$ cat src/rtl/mls_seq_ctrl.sv
// Run sequencer for the MLS excitation generator: latches a measurement config on start,
// sequences generator reset/enable, counts sequence periods and reports busy/done/timeout status.
module mls_seq_ctrl #(
  parameter int RST_CYCLES = 4,
  parameter int PER_W      = 16,
  parameter int TO_W       = 24
) (
  input  logic             clk,
  input  logic             srst,
  input  logic             start_i,
  input  logic             abort_i,
  input  logic [3:0]       cfg_order_i,
  input  logic [7:0]       cfg_div_i,
  input  logic [2:0]       cfg_rep_i,
  input  logic [PER_W-1:0] cfg_nper_i,
  input  logic [TO_W-1:0]  cfg_timeout_i,
  input  logic             gen_flag_i,
  output logic             gen_srst_o,
  output logic             gen_en_o,
  output logic [3:0]       gen_order_o,
  output logic [7:0]       gen_div_o,
  output logic [2:0]       gen_rep_o,
  output logic             busy_o,
  output logic             done_o,
  output logic             err_o,
  output logic [PER_W-1:0] per_cnt_o
);

  typedef enum logic [1:0] {S_IDLE, S_GRST, S_RUN, S_DONE} state_t;

  state_t           state, state_n;
  logic [3:0]       rst_cnt;
  logic             flag_q;
  logic [TO_W-1:0]  tmo_cnt, tmo_q;
  logic [PER_W-1:0] nper_q, per_nxt;
  logic             accept, flag_edge, complete, tmo_hit;

  always_comb begin
    accept    = (state == S_IDLE) && start_i && !abort_i;
    flag_edge = (state == S_RUN) && gen_flag_i && !flag_q;
    per_nxt   = (&per_cnt_o) ? per_cnt_o : per_cnt_o + 1'b1;
    complete  = flag_edge && (per_nxt == nper_q);
    // an edge on the expiry cycle still counts, so it masks the timeout
    tmo_hit   = !flag_edge && (tmo_q != '0) && (tmo_cnt >= tmo_q);
    state_n   = state;
    case (state)
      S_IDLE: if (accept) state_n = S_GRST;
      S_GRST: begin
        if (abort_i)                                state_n = S_IDLE;
        else if (rst_cnt == 4'(RST_CYCLES - 1))     state_n = (nper_q != '0) ? S_RUN : S_DONE;
      end
      S_RUN: begin
        if (abort_i || tmo_hit) state_n = S_IDLE;
        else if (complete)      state_n = S_DONE;
      end
      S_DONE:  state_n = S_IDLE;
      default: state_n = S_IDLE;
    endcase
  end

  always_ff @(posedge clk) begin
    if (srst) begin
      state       <= S_IDLE;
      rst_cnt     <= '0;
      flag_q      <= 1'b0;
      tmo_cnt     <= '0;
      tmo_q       <= '0;
      nper_q      <= '0;
      gen_srst_o  <= 1'b1;
      gen_en_o    <= 1'b0;
      gen_order_o <= '0;
      gen_div_o   <= '0;
      gen_rep_o   <= '0;
      busy_o      <= 1'b0;
      done_o      <= 1'b0;
      err_o       <= 1'b0;
      per_cnt_o   <= '0;
    end else begin
      state      <= state_n;
      // outputs follow the next state so every port is a flop
      gen_srst_o <= (state_n != S_RUN);
      gen_en_o   <= (state_n == S_RUN);
      busy_o     <= (state_n != S_IDLE);
      done_o     <= (state_n == S_DONE);
      if (accept) begin
        gen_order_o <= (cfg_order_i > 4'd7) ? 4'd7 : cfg_order_i;
        gen_div_o   <= cfg_div_i;
        gen_rep_o   <= cfg_rep_i;
        nper_q      <= cfg_nper_i;
        tmo_q       <= cfg_timeout_i;
        per_cnt_o   <= '0;
        err_o       <= 1'b0;
        rst_cnt     <= '0;
      end
      if (state == S_GRST) begin
        rst_cnt <= rst_cnt + 1'b1;
        flag_q  <= 1'b0;
        tmo_cnt <= '0;
      end
      if (state == S_RUN) begin
        flag_q <= gen_flag_i;
        if (flag_edge)        tmo_cnt <= '0;
        else if (~&tmo_cnt)   tmo_cnt <= tmo_cnt + 1'b1;
        // abort freezes the count and suppresses the error
        if (!abort_i) begin
          if (flag_edge) per_cnt_o <= per_nxt;
          if (tmo_hit)   err_o     <= 1'b1;
        end
      end
    end
  end

endmodule

$ cat config.mk
export PLATFORM = sky130hd
export DESIGN_NAME = mls_seq_ctrl
export DESIGN_NICKNAME = d
export VERILOG_FILES = /design/src/rtl/mls_seq_ctrl.sv
export SDC_FILE = /design/constraint.sdc
export NUM_CORES = 1
export LEC_CHECK = 0
export ABC_AREA = 1
export BUFFER_PORTS_ARGS = -buffer_cell sky130_fd_sc_hd__buf_4
export CELL_PAD_IN_SITES_DETAIL_PLACEMENT = 1
export CELL_PAD_IN_SITES_GLOBAL_PLACEMENT = 1
export CORE_MARGIN = 2
export CORE_UTILIZATION = 25
export DETAILED_ROUTE_END_ITERATION = 7
export GPL_TIMING_DRIVEN = 0
export PLACE_DENSITY = 0.61
export SYNTH_ARGS = -nofsm -noshare
export SYNTH_HDL_FRONTEND = slang
export SYNTH_SLANG_ARGS = --single-unit
$ cat constraint.sdc
create_clock -name clk -period 2.4 [get_ports clk]
set_input_delay 0.48 -clock clk [delete_from_list [all_inputs] [get_ports clk]]
set_output_delay 0.48 -clock clk [all_outputs]
set_load 0.005 [all_outputs]
==> impl_metrics.ini <==
[run_status]
status = finished, final reports clean

[power]
p_leak_nw = 3.15
p_switching_w = 0.00120
pwr-share-seq = 0.476
power.internal_w = 0.00281
powerDensity_nw_per_um2 = 542
ir_drop_mv = 0.367
finalPower_w = 0.00401
p_sw_frac = 0.299
power_frac_comb = 0.152
clockPowerShare = 0.372

[worst_setup_path]
crit_fanout = 10
rrSetupSlack_ps = 80
cp.arrival_ps = 2550
worstSetupEndpointType = flop
crit_path_end = gen_srst_o
path_cells = ha_4, nand2_2, nor2_4, nand2_4, nor2_4, inv_2, buf_6, nand3_1, nand2_1, nor2_1, nand2_1, nor2_2, nand3_2, nand2_1, nand2_1, nand2_1, nand2_1, nand2_2, nand3_1
r2r_end = gen_srst_o
slowest_stage = dfxtp_4
crit_type = flop to flop
required_ps = 2630
critPathLaunch = per_cnt_o[1]
r2r-start = per_cnt_o[1]
cpMostUsedCell = nand2_1
cp-start-kind = flop
reg2reg_depth = 19
slowest_delay_ps = 380

[sta]
max_slew_margin = 0.522
timing.setup.tns_ps = 0
drv_slew = 0
max_slew.worst_pin.slew_ps = 715
setup_viol_count_final = 0
hold_violations = 0
period_share = 0.966
max_freq_mhz = 431
period_needed_ps = 2320
timing.final.ws_setup_ps = 81.1
rsz0062_at_grt = yes
fin_skew_ps = 12.6

[detailed_routing]
dr.pass1.iters = 4
drc_errors = 0
vias_per_cell = 4.78
wl_per_cell_um = 15.9
drtAntennaViolNets = 0
vias = 5894
wirelength_um = 19600
dr.first_iter.drc_count = 232

[synth]
yosys_warnings = 0
ys_async_sr_fraction = 0
yosys_most_used_dff = dfxtp_1
synth_edf_count = 0
syn-instance-count = 826
synth_top_area_frac = 0.371
ys_seq_elements = 107
avgSynthCellArea_um2 = 6.99
synth_area_um2 = 5770
synth_cell_types = 39
yosys-top-cells-count = nand2_1 (157), dfxtp_1 (107), inv_1 (93)
yosysMostFrequentCell = nand2_1
synthTopCellsByArea = dfxtp_1 (37%), nand2_1 (10%), a21oi_1 (7.3%)
synth.largest_area_cell = dfxtp_1
synth_fp_nets = 916
ys_seq_area_frac = 0.371

[hold_path]
hp-class = primary input to flop
min-delay-start = srst

[placement]
dp_hpwl_um = 15200
numPortBuffers = 95
dp_slack_ps = -359
placed_cell_area_um2 = 6840
place.gp.congestion = 0.804

[final_layout]
fin_area_um2 = 7410
num-nets-final = 1033
antenna-diode-count = 0
area_delta_synth_final_pct = 28.3
drive_gt1_frac = 0.198

[clock_network]
cts_hold_buf = 0
cts_root_buffer = clkbuf_16
clock_path_buffers = 2
cts_tree = built
numCtsBuffers = 9
cts_htree_levels = 3
path_clk_slew_ps = 80
clock_sinks = 107
clk_latency_ps = 370

[grt]
grt.total_usage = 0.163
grt_pass1_wl_um = 31200
gr-usage-met1 = 0.202
antenna_found_initial = 0
grt_pass1_vias = 5866
met2_usage = 0.294
top_usage_layer = met2
met3_usage = 0.0289
overflow = 0
grt_start_max_net_pins = 20

[floorplanning]
start_util = 0.255
die_area_um2 = 24300
rows = 55
ios = 96
coreArea_um2 = 22600
die_x_um = 156
die_h_um = 156

[run]
timing.max_cap.violations = 0
worst max-delay path: cells and delay by family, from the launching register on:
kind | cells | cell delay (ps)
buffers and inverters | 2 | 190
adders and majority gates | 1 | 170
DFF | 1 | 380
and+or+nand+nor | 16 | 1440
stage by stage:
step | hold slack (ps) | util | cells
after floorplan | 441 | - | 826
after global placement | 440 | 0.302 | 1206
after detailed placement | 441 | 0.302 | 1206
after CTS | 318 | 0.319 | 1227
after global routing | 328 | 0.327 | 1233
final | 335 | 0.327 | 1233
cell type report:
cell class                 instances  area (um^2)
inverter                          97          369
clock inverter                     7         58.8
clock buffer                       9          225
tap                              285          357
sequential                       107         2180
fill                            2835        15200
multi-input combinational        592         3290
buffer                            30          133
timing repair buffer             106          800
timing repair:
item / 4_1_cts / 5_1_grt
setup endpoints to repair: 29 / 43
gates resized for setup: 23 / 45
pin swaps: 8 / 18
setup buffers: 5 / 6
layer usage:
layer / wire length (um) / part of all wire
met5: 0 / 0
met2: 9780 / 0.50
met4: 295 / 0.015
met1: 8900 / 0.46
met3: 575 / 0.029
power groups by stage:
stage,clock (W),sequential (W),combinational [W]
after floorplan,0,0.00195,0.000340
after detailed placement,0,0.00196,0.000614
after global placement,0,0.00196,0.000606
after global routing,0.00162,0.00192,0.000699
after CTS,0.00155,0.00191,0.000621
final,0.00149,0.00191,0.000609
logic make-up (layout without fill, tap and decap cells):
kind of cell             Yosys count  in the layout  synth area share
buffers and inverters            127            249            0.0854
XOR/XNOR                          16             16            0.0243
AND/OR/NAND/NOR                  347            347             0.265
adder cells (fa/ha/maj)           30             30            0.0650
flip-flops                       107            107             0.371
AO/OA/AOI/OAI                    199            199             0.190
sequential cells by signal (all words and copies together) (netlist names):
register,cells
busy_o,1
done_o,1
err_o,1
flag_q,1
gen_div_o,8
gen_en_o,1
gen_order_o,4
gen_rep_o,3
gen_srst_o,1
nper_q,16
per_cnt_o,16
rst_cnt,4
state,2
tmo_cnt,24
tmo_q,24
how the worst min path moves through the flow:
stage,end,depth (start not counted)
after floorplan,gen_order_o[3],2
after global placement,gen_order_o[3],2
after detailed placement,gen_order_o[3],2
after CTS,tmo_cnt[15],2
after global routing,tmo_cnt[15],2
final,tmo_cnt[15],2
placed cells by master, fill, tap and decap left out, types with 17 or more instances in the layout:
| master | n |
|---|---|
| a21oi_1 | 84 |
| ha_1 | 28 |
| nand4_1 | 17 |
| buf_4 | 106 |
| nor2_1 | 71 |
| clkbuf_1 | 23 |
| dfxtp_1 | 90 |
| o21ai_0 | 81 |
| inv_1 | 92 |
| nand2_1 | 151 |
| nand3_1 | 45 |
(Power assumes the default switching activity.)
